[src/rtl/uart_tx.sv]
// UART transmitter: valid/ready word input, exact CLK_DIV-cycle bit period, LSB-first framing.
// Define UART_TX_PARITY_EN to add a parity bit after the MSB (sense set by PARITY_ODD).
module uart_tx #(
    parameter int CLK_DIV    = 5208,
    parameter int DATA_BITS  = 8,
    parameter int STOP_BITS  = 1,
    parameter int PARITY_ODD = 0
) (
    input  logic                 CLK,
    input  logic                 RSTn,
    input  logic [DATA_BITS-1:0] iData,
    input  logic                 iValid,
    output logic                 oReady,
    output logic                 oTxPin,
    output logic                 oBusy
);

    localparam int CW = $clog2(CLK_DIV);
    localparam int BW = $clog2(DATA_BITS + 1);
    localparam logic [CW-1:0] BAUD_LAST = CW'(CLK_DIV - 1);
    localparam logic [BW-1:0] DATA_LAST = BW'(DATA_BITS - 1);
    localparam logic [BW-1:0] STOP_LAST = BW'(STOP_BITS - 1);

    typedef enum logic [2:0] {
        IDLE,
        START,
        DATA,
`ifdef UART_TX_PARITY_EN
        PARITY,
`endif
        STOP
    } state_t;

    state_t               state_q, state_d;
    logic [CW-1:0]        baud_q, baud_d;
    logic [BW-1:0]        bit_q, bit_d;
    logic [DATA_BITS-1:0] shift_q, shift_d;
    logic                 tx_q, tx_d;
    logic                 bit_end;
`ifdef UART_TX_PARITY_EN
    logic                 parity_q, parity_d;
`endif

    assign bit_end = (baud_q == BAUD_LAST);

    // NOTE: state registers use non-blocking assignments so every flop samples pre-edge values.
    always_ff @(posedge CLK or negedge RSTn) begin
        if (!RSTn) begin
            state_q <= IDLE;
            baud_q  <= '0;
            bit_q   <= '0;
            shift_q <= '0;
            tx_q    <= 1'b1;
        end else begin
            state_q <= state_d;
            baud_q  <= baud_d;
            bit_q   <= bit_d;
            shift_q <= shift_d;
            tx_q    <= tx_d;
        end
    end

`ifdef UART_TX_PARITY_EN
    always_ff @(posedge CLK or negedge RSTn) begin
        if (!RSTn) parity_q <= 1'b0;
        else       parity_q <= parity_d;
    end
`endif

    // tx_d is the line level for the next cycle, so oTxPin stays a pure register output.
    always_comb begin
        // NOTE: every output gets a default first so no path through the case infers a latch.
        state_d  = state_q;
        baud_d   = bit_end ? '0 : baud_q + 1'b1;
        bit_d    = bit_q;
        shift_d  = shift_q;
        tx_d     = tx_q;
`ifdef UART_TX_PARITY_EN
        parity_d = parity_q;
`endif
        unique case (state_q)
            IDLE: begin
                baud_d = '0;
                tx_d   = 1'b1;
                if (iValid) begin
                    state_d  = START;
                    shift_d  = iData;
                    bit_d    = '0;
                    tx_d     = 1'b0;
`ifdef UART_TX_PARITY_EN
                    parity_d = (^iData) ^ (PARITY_ODD != 0);
`endif
                end
            end
            START: begin
                if (bit_end) begin
                    state_d = DATA;
                    tx_d    = shift_q[0];
                end
            end
            DATA: begin
                if (bit_end) begin
                    shift_d = shift_q >> 1;
                    if (bit_q == DATA_LAST) begin
                        bit_d   = '0;
`ifdef UART_TX_PARITY_EN
                        state_d = PARITY;
                        tx_d    = parity_q;
`else
                        state_d = STOP;
                        tx_d    = 1'b1;
`endif
                    end else begin
                        bit_d = bit_q + 1'b1;
                        tx_d  = shift_q[1];
                    end
                end
            end
`ifdef UART_TX_PARITY_EN
            PARITY: begin
                if (bit_end) begin
                    state_d = STOP;
                    tx_d    = 1'b1;
                end
            end
`endif
            STOP: begin
                tx_d = 1'b1;
                if (bit_end) begin
                    if (bit_q == STOP_LAST) begin
                        state_d = IDLE;
                        bit_d   = '0;
                    end else begin
                        bit_d = bit_q + 1'b1;
                    end
                end
            end
            default: state_d = IDLE;
        endcase
    end

    assign oReady = (state_q == IDLE);
    assign oBusy  = ~oReady;
    assign oTxPin = tx_q;

endmodule

[config.mk]
export PLATFORM = sky130hd
export DESIGN_NAME = uart_tx
export DESIGN_NICKNAME = d
export VERILOG_FILES = /design/src/rtl/uart_tx.sv
export SDC_FILE = /design/constraint.sdc
export NUM_CORES = 1
export LEC_CHECK = 0
export ABC_AREA = 1
export CAP_MARGIN = 0
export CORE_ASPECT_RATIO = 2
export CORE_MARGIN = 2
export CORE_UTILIZATION = 50
export DETAILED_ROUTE_END_ITERATION = 8
export PLACE_DENSITY_LB_ADDON = 0.25
export SETUP_SLACK_MARGIN = 0.15
export SLEW_MARGIN = 20
export SYNTH_ARGS = -nofsm -noshare
export SYNTH_HDL_FRONTEND = slang
export SYNTH_SLANG_ARGS = --single-unit
[constraint.sdc]
create_clock -name CLK -period 1.87 [get_ports CLK]
set_input_delay 0.4675 -clock CLK [delete_from_list [all_inputs] [get_ports CLK]]
set_output_delay 0.4675 -clock CLK [all_outputs]
set_load 0.005 [all_outputs]
* Word level (Yosys, flattened, before mapping) *
Cells that the tools add are included.
W data, S select, Z words.

operators by class
  multiplexer cells = 23
  add/sub/neg operators = 2
  eq/ne operators = 11
  reduce and logical (&&, ||, !) cells = 9
  bitwise operators = 1

operators by type and width
  kind                     number
  $mux W13                 2
  $mux W4                  5
  $mux W3                  6
  $mux W8                  2
  $pmux W8 S2              1
  $add A13 B1 Y13 const B  1
  $eq A13 B13 Y1 const B   1
  $ne A2 B2 Y1 const B     6
  $pmux W3 S4              1
  $pmux W4 S3              1
  $eq A3 B2 Y1 const B     2
  $reduce_and A3 Y1        2
  $reduce_and A6 Y1        1
  $add A4 B1 Y4 const B    1
  $eq A4 B3 Y1 const B     1
  $logic_not A4 Y1         1
  $mux W1                  4
  $pmux W1 S4              1
  $reduce_and A4 Y1        1
  $reduce_bool A4 Y1       1
  $eq A3 B1 Y1 const B     1
  $logic_not A3 Y1         1
  $reduce_bool A3 Y1       1
  $reduce_bool A2 Y1       1
  $not A1 Y1               1

word-level totals
  output and inout port bits = 3
  register bits = 29
  logic and storage cells = 51

* Longest topological paths before layout *
Gate-level depths: netlist of run 1.

  depth after elaboration = 4
  gate-level depth with buffers = 11
  depth with buffers taken out = 10

* Least setup slack after synthesis of run 1 *
OpenSTA, ideal clock, no wires.

  path kind = register to register
  start = register state_q[0]
  end = register state_q[0]
  path slack = 317 ps
  period minus slack after synthesis = 1553 ps
  cell stages (with the launch flop) = 10
  arrival time = 1437 ps
  setup time = 117 ps
  required time = 1753 ps
  cell sequence = dfrtp_1 -> inv_1 -> ha_1 -> buf_4 -> inv_1 -> or2_4 -> a21boi_1 -> nand2_1 -> nand2_1 -> nand2_1

between the ends
  longest elaborated chain between the ends = 3
  elaborated cells between the ends (all ways) = 12
  classes of those cells = 9 x eq/ne; 1 x mux; 2 x reduce/logical

RTL lines
  item                                line  source
  start, declared                     34    state_t state_q, state_d;
  start signal, assigned              55    state_q <= state_d;
  $logic_not A3 Y1 (*)                n/a
  via oReady                          13    output logic oReady,
  $ne A2 B2 Y1 (no source line)       n/a
  $reduce_and A6 Y1 (no source line)  n/a

The timed path passes the listed nets; every way through them passes the cells marked *.
A chain may end at the register's enable or synchronous reset.

* Worst setup path after layout of run 1 *
  start = register state_q[1]
  end = output oBusy

between the ends
  longest elaborated chain between the ends = 2

RTL lines
  item              line  source
  $logic_not A3 Y1  142   assign oReady = (state_q == IDLE);
  $not A1 Y1        143   assign oBusy = ~oReady;
  end, declared     15    output logic oBusy

Every way passes these cells.

==> results of run 1 <==
-- logic make-up after synthesis --
family / count (synthesis)
flip-flops: 28
multiplexers: 6
XOR/XNOR: 6
AO/OA/AOI/OAI: 21
buffers and inverters: 29
adder cells (fa/ha/maj): 7
AND/OR/NAND/NOR: 101
-- cell type report --
type | count | area (um^2) | share of cell area (%)
clock buffer | 4 | 55.1 | 2.90
inverter | 26 | 97.6 | 5.14
multi-input combinational | 141 | 827 | 43.5
sequential | 28 | 702 | 37.0
tap | 31 | 38.8 | 2.04
timing repair buffer | 20 | 179 | 9.42
-- critical path: stages, from the launching register on --
cell and delay (ns):
dfrtp_1 0.40, inv_2 0.09, ha_4 0.15, inv_2 0.04
dlygate4sd2_1 0.25
-- registers in the layout, summed over array words and instances, names as in the netlist --
register,flops
oTxPin,1
baud_q,13
shift_q,8
bit_q,4
state_q,2
-- through the flow --
step	hold WS (ns)	util [%]
finish	0.468	60.2
CTS	0.470	59.7
global route	0.495	60.2
floorplan	0.172	-
detailed placement	0.458	57.5
global placement	0.448	57.5
-- metal layers --
| layer | up-vias | global-route usage, % | part of all wire, % | wire length (um) |
|---|---|---|---|---|
| met2 | 24 | 39.6 | 60 | 2070 |
| met5 | - | 0 | 0 | 0 |
| li1 | 663 | - | - | - |
| met3 | 4 | 1.91 | 1.8 | 62 |
| met1 | 655 | 19.5 | 37 | 1280 |
| met4 | 0 | 6.89 | 1.0 | 36 |
-- power groups by stage --
stage	logic (mW)	clock network (mW)	registers (mW)
floorplan	1.04	0	0.888
global placement	1.31	0	0.901
detailed placement	1.36	0	0.911
CTS	1.40	0.376	0.887
global route	1.61	0.401	0.914
finish	1.45	0.371	0.891
-- cell usage in the layout (no fill, tap or decap), types with 7 or more instances in the layout --
master / instances
nor2_1: 18
inv_2: 7
dfrtp_1: 27
buf_4: 7
o21ai_2: 8
nand2_1: 54
clkdlybuf4s50_1: 10
inv_1: 19
nand3_1: 8
-- final timing paths --
path                            depth (start not counted)         to  slack [ns]
worst max-delay path                                    4      oBusy        0.19
worst min-delay path                                    1  baud_q[0]        0.47
worst max register to register                         11   bit_q[1]        0.27
worst min register to register                          1  baud_q[0]        0.47
max in group asynchronous                               2     oTxPin        1.00
min in group asynchronous                               2  baud_q[9]        0.57
-- timing repair --
item / CTS / global route
gates resized for setup: 6 / 6
buffers inserted: 2 / 0
pin swaps: 0 / 2
setup endpoints to repair: 6 / 10
hold endpoints to repair: 0 / 0
==> reports/results.tsv, run 1 <==
metric	value	unit
Slew Limit Fails	0	
WL/cell	13.8	um
Die ar.	3770	um^2
Starting Density	51.8	%
Synth top cells by count	nand2_1, dfrtp_1, inv_1	
DRC	0	
CP Capture Type	primary output	
Comb power frac	53.4	%
htree depth	1	
initial antenna violation count	0	
gr ovfl total	0	
largest net degree at the start of global routing	29	
CORE AREA	3160	um^2
final setup margin	0.188	ns
Internal Dissipation	1.56	mW
max_cap viols	0	
Net Sw Frac	42.5	%
Pwr Density	1430	nW/um^2
Clock Path Buffers	2	
CTS tree	built	
Clock Skews	0.00471	ns
Yosys cell types	28	
final setup vio count	0	
cells after synthesis	198	
Post-Syn Area	1640	um^2
Yosys warning count	0	
die height	84.9	um
CP max FO	3	
placed cell area	1820	um^2
biggest area consumer among synthesized cells	dfrtp_1	
vias in the first global route	1349	
RR Startpoint	state_q[1]	
Leak	0.902	nW
maximum clock rate	595	MHz
Worst Setup Start Kind	flip-flop	
clk slew on worst S/H paths	0.09	ns
HPWL after DPL	2660	um
Syn Nets	216	
CTS Sinks	28	
Die X	44.4	um
design area	1900	um^2
first-pass GRT wire length	5640	um
fillers	292	
Via density	5.38	
most used flip-flop cell after synthesis	dfrtp_1	
Net Switching	1.15	mW
Layout Cells excl Fill	250	
register area share after synthesis	42.9	%
# hold bufs at CTS	0	
RSZ-0062 raised after global routing	yes	
Req. time, crit path	1.40	ns
WS Path Type	flip-flop to primary output	
Power, Total	2.71	mW
Detailed Routing Iterations Pass 1	4	
worst rel slew slack	75.3	%
row count	29	
minimum clock period	1.68	ns
fin nets	238	
status	complete, no violations	
Slew @ Worst Pin	0.370	ns
Sequential Power Share	32.9	%
cell with the most instances after synthesis	nand2_1	
layout cells sized above 1	18.3	%
Syn Area/Cell	8.26	um^2
vias	1346	
GRT Util Overall	19.9	%
total negative slack	0	ns
final WL	3450	um
Post-Synth XOR/XNOR Area	3.21	%
period utilization	89.9	%
Min-Delay Path Class	flip-flop to flip-flop	
Num CTS Buffers	3	
GP Congestion	0.914	
number of I/O pins	14	
adder-cell share of the synthesized area	5.36	%
Async SR Flop Fraction	100	%
Clock Latency Late Sink	0.27	ns
Hold Crit Start	baud_q[0]	
number of synthesized flops with an enable pin	0	
Synth area leaders	dfrtp_1, nand2_1, ha_1	
antenna cells	0	
synthesis-stage register bit count	28	
final count of hold timing violations	0	
Detail Route Antenna Nets	0	
initial drt markers	48	
post-synthesis simple-gate area fraction	28.5	%
share of the synthesized area in the top cell type	41.3	%
Synth Area in Compound Gates	8.80	%
worst ir drop on vdd	836	uV
crit path DAT	1.21	ns
CTS Root Cell	clkbuf_8	
Worst Setup SP	state_q[1]	
dpl cells	244	
area grow syn2layout	16.1	%
Placement Setup Slack	0.123	ns
mux contribution to synthesized area	3.67	%
# port buffers	13	
clock share of power	13.7	%
main combinational cell family by area after synthesis	simple AND/OR/NAND/NOR gates	
Note: power is estimated with default switching activity, not from simulation.
==> run 2, diff against run 1 <==
Settings changed: DONT_BUFFER_PORTS set to 1.
==> reports/results.tsv, run 2 (same netlist as run 1, synthesis figures left out) <==
metric	value	unit
final count of hold timing violations	0	
Num CTS Buffers	3	
most frequent cells in the layout	nand2_1, dfrtp_1, inv_1	
CORE AREA	3160	um^2
Clock Path Buffers	2	
status	complete, no violations	
maximum clock rate	599	MHz
max reg flops	13	
metal1 wirelength	1240	um
GRT Util Overall	20.8	%
Die X	44.4	um
register with the most flip-flops	baud_q	
largest net degree at the start of global routing	28	
met3 wire len	103	um
Worst Setup Start Kind	flip-flop	
minimum clock period	1.67	ns
Final Util	57.6	%
Die ar.	3770	um^2
die height	84.9	um
Req. time, crit path	2.04	ns
Leak	0.856	nW
crit path DAT	1.84	ns
Regs by FF count	baud_q x13, shift_q x8, bit_q x4	
initial drt markers	36	
WS Path Type	flip-flop to flip-flop	
Min-Delay Path Class	primary input to flip-flop	
# port buffers	0	
Via density	5.48	
Pwr Density	1460	nW/um^2
worst ir drop on vdd	994	uV
CTS Root Cell	clkbuf_8	
CTS Sinks	28	
CP max FO	3	
CP Capture Type	flip-flop	
Detailed Routing Iterations Pass 1	4	
total negative slack	0	ns
Slew Limit Fails	0	
fillers	294	
met2 wire length	2040	um
max_cap viols	0	
Clock Skews	0.00412	ns
worst rel slew slack	75.1	%
Starting Density	51.8	%
vias	1305	
row count	29	
number of I/O pins	14	
RSZ-0062 raised after global routing	yes	
DRC	0	
gr ovfl total	0	
fin nets	226	
final setup vio count	0	
CTS tree	built	
Detail Route Antenna Nets	0	
first-pass GRT wire length	5760	um
clk slew on worst S/H paths	0.09	ns
htree depth	1	
vias in the first global route	1332	
antenna cells	0	
Clock Latency Late Sink	0.28	ns
commonest non-fill, non-tap cell in the layout	nand2_1	
layout cells sized above 1	18.8	%
WL/cell	14.8	um
HPWL after DPL	2640	um
area grow syn2layout	11.1	%
final WL	3520	um
period utilization	89.3	%
Slew @ Worst Pin	0.372	ns
Max Used Layer	met4	
GP Congestion	0.850	
initial antenna violation count	0	
run 2: changes by cell type in the layout (fill, tap and decap cells not counted), sizes merged:
cell	previous run	this run
clkdlybuf4s50	10	0
nand3	10	11
buf	7	5
dlygate4sd3	0	2
dlygate4sd2	3	0
run 2: routing by layer:
metal,track usage (%),vias to the layer above
li1,-,642
met1,20.6,616
met2,39.3,36
met3,2.34,11
met4,10.7,0
met5,0,-
run 2: what timing repair did:
item / in CTS / in global routing
buffers inserted: 0 / 1
hold endpoints to repair: 27 / 1
setup endpoints to repair: 0 / 14
hold buffers: 2 / 1
resized for setup: 0 / 9
run 2: path summary, 6_finish.rpt:
check | start | to | slack (ns) | cells after the start
min | iData[7] | shift_q[7] | 0.34 | 2
min reg2reg | baud_q[0] | baud_q[0] | 0.47 | 1
max reg2reg | state_q[1] | state_q[0] | 0.20 | 8
max | state_q[1] | state_q[0] | 0.20 | 8
max in group asynchronous | RSTn | shift_q[4] | 1.10 | 2
min in group asynchronous | RSTn | oTxPin | 0.57 | 1
run 2: stage by stage:
| step | hold WS [ns] | setup WS, ns | power (mW) | area [um^2] | cells |
|---|---|---|---|---|---|
| final | 0.338 | 0.200 | 2.66 | 1820 | 238 |
| after global routing | 0.335 | 0.0171 | 2.91 | 1820 | 238 |
| after CTS | 0.0115 | 0.183 | 2.56 | 1760 | 235 |
| after detailed placement | 0.173 | 0.201 | 2.17 | 1670 | 229 |
| after global placement | 0.172 | 0.225 | 2.12 | 1670 | 229 |
| after floorplan | 0.172 | 0.317 | 1.92 | 1640 | 198 |
run 2: power by group:
part	total, mW	internal [mW]	leakage [nW]	switching (mW)
Combinational	1.36	0.513	0.460	0.850
Clock	0.378	0.189	0.0288	0.189
Sequential	0.921	0.788	0.368	0.133
Total	2.66	1.49	0.856	1.17
run 2: layout make-up:
cell class	instances	area (um^2)	area share, %
Timing Repair Buffer	7	70.1	3.86
Tap cell	31	38.8	2.13
Inverter	26	97.6	5.37
Multi-Input combinational cell	142	853	47.0
Clock buffer	4	55.1	3.03
Sequential cell	28	702	38.6
run 2: critical path, stage by stage, from the launching register on:
cell     delay (ns)
dfrtp_1        0.44
buf_4          0.16
ha_1           0.21
nand2_1        0.09
o21ai_0        0.13
a21oi_1        0.28
nand2_1        0.13
nand2_1        0.08
nand2_1        0.05
==> run 3, diff against run 2 <==
Settings changed: GPL_TIMING_DRIVEN set to 0.
==> reports/results.tsv, run 3 (same netlist as run 1, synthesis figures left out) <==
metric	value	unit
commonest non-fill, non-tap cell in the layout	nand2_1	
row count	29	
htree depth	1	
layout cells sized above 1	22.6	%
total negative slack	0	ns
CP max FO	8	
Detail Route Antenna Nets	0	
Pwr Density	1500	nW/um^2
Worst Setup Start Kind	flip-flop	
Regs by FF count	baud_q x13, shift_q x8, bit_q x4	
Die X	44.4	um
worst stage delay on the critical path	0.42	ns
most frequent cells in the layout	nand2_1, dfrtp_1, inv_1	
period utilization	87.7	%
Num CTS Buffers	3	
gr ovfl total	0	
Worst Setup SP	state_q[1]	
CTS Root Cell	clkbuf_8	
RSZ-0062 raised after global routing	no	
placed cell area	1670	um^2
largest net degree at the start of global routing	28	
# port buffers	0	
Req. time, crit path	2.06	ns
maximum clock rate	610	MHz
RR Startpoint	state_q[1]	
CP top delay family	simple AND/OR/NAND/NOR gates	
GP Congestion	0.895	
CORE AREA	3160	um^2
die height	84.9	um
design area	1870	um^2
WS Path Type	flip-flop to flip-flop	
CTS tree	built	
clk slew on worst S/H paths	0.10	ns
max reg flops	13	
Slowest cell on crit path	dfrtp_1	
Die ar.	3770	um^2
first-pass GRT wire length	5750	um
worst rel slew slack	75.6	%
fin nets	231	
Starting Density	51.8	%
final WL	3330	um
worst ir drop on vdd	1110	uV
initial drt markers	30	
minimum clock period	1.64	ns
final count of hold timing violations	0	
vias in the first global route	1422	
number of I/O pins	14	
fillers	274	
Min-Delay Path Class	primary input to asynchronous set/reset pin	
Clock Path Buffers	2	
status	complete, no violations	
Detailed Routing Iterations Pass 1	7	
Clock Skews	0.00698	ns
antenna cells	0	
WL/cell	13.7	um
vias	1319	
HPWL after DPL	2590	um
CP Capture Type	flip-flop	
Via density	5.43	
max_cap viols	0	
WP buf/inv	4	
area grow syn2layout	14.2	%
most used cell, CP	inv_2	
Slew @ Worst Pin	0.365	ns
final setup vio count	0	
Leak	0.891	nW
initial antenna violation count	0	
CTS Sinks	28	
Slew Limit Fails	0	
register with the most flip-flops	baud_q	
Clock Latency Late Sink	0.27	ns
crit path DAT	1.83	ns
GRT Util Overall	20.2	%
DRC	0	
CP cell instances	inv_2, ha_4, buf_6, inv_2, or2_4, nand2_1, inv_1, nand2_2, nor2_1, a21oi_1	
[run 3: changes by cell type in the layout (fill, tap and decap cells not counted), sizes merged]
cell         before  now
buf               5   12
dlygate4sd3       2    1
nand3            11   10
[run 3: metal layers]
layer	part of all wire [%]	vias to the layer above	GRT usage, %	routed length, um
met4	3.2	0	11.3	106
li1	-	656	-	-
met2	56	38	37.3	1880
met5	0	-	0	0
met3	3.6	14	4.26	120
met1	37	611	19.3	1230
[run 3: final timing paths]
| kind | slack [ns] | cells past startpoint | end |
|---|---|---|---|
| max reg2reg | 0.23 | 10 | bit_q[2] |
| max | 0.23 | 10 | bit_q[2] |
| min reg2reg | 0.49 | 2 | oTxPin |
| max in group asynchronous | 1.09 | 2 | baud_q[2] |
| min in group CLK | 0.35 | 2 | shift_q[7] |
| min | 0.02 | 0 | oTxPin |
[run 3: report_power, final]
part           internal (mW)  total (mW)  switching, mW
Sequential             0.788       0.902          0.114
Clock                  0.188       0.372          0.184
Combinational          0.653        1.52          0.865
Total                   1.63        2.79           1.16
[run 3: cell type report]
cell class / count / area (um^2) / share of cell area (%)
multi-input cells: 141 / 846 / 45.3
inverters: 26 / 97.6 / 5.23
flip-flops and latches: 28 / 702 / 37.6
plain buffers: 3 / 37.5 / 2.01
repair buffers: 10 / 90.1 / 4.83
well taps: 31 / 38.8 / 2.08
clock buffers: 4 / 55.1 / 2.95
[run 3: metrics by stage]
step / power (mW) / instances / worst slack (ns) / utilization, % / hold WS [ns]
2_1_floorplan: 1.92 / 198 / 0.317 / - / 0.172
3_3_place_gp: 2.12 / 229 / 0.132 / 53.0 / 0.173
3_5_place_dp: 2.18 / 229 / 0.0871 / 53.0 / 0.173
4_1_cts: 2.67 / 237 / 0.166 / 56.8 / 0.0161
5_1_grt: 3.05 / 243 / 0.154 / 59.1 / 0.00144
6_report: 2.79 / 243 / 0.231 / 59.1 / 0.0205
[run 3: repair_timing]
item	in CTS	in global routing
hold buffers	2	0
hold endpoints to repair	27	0
endpoints found under the setup margin	15	19
pin swaps	0	1
buffers inserted	2	6
resized for setup	5	11
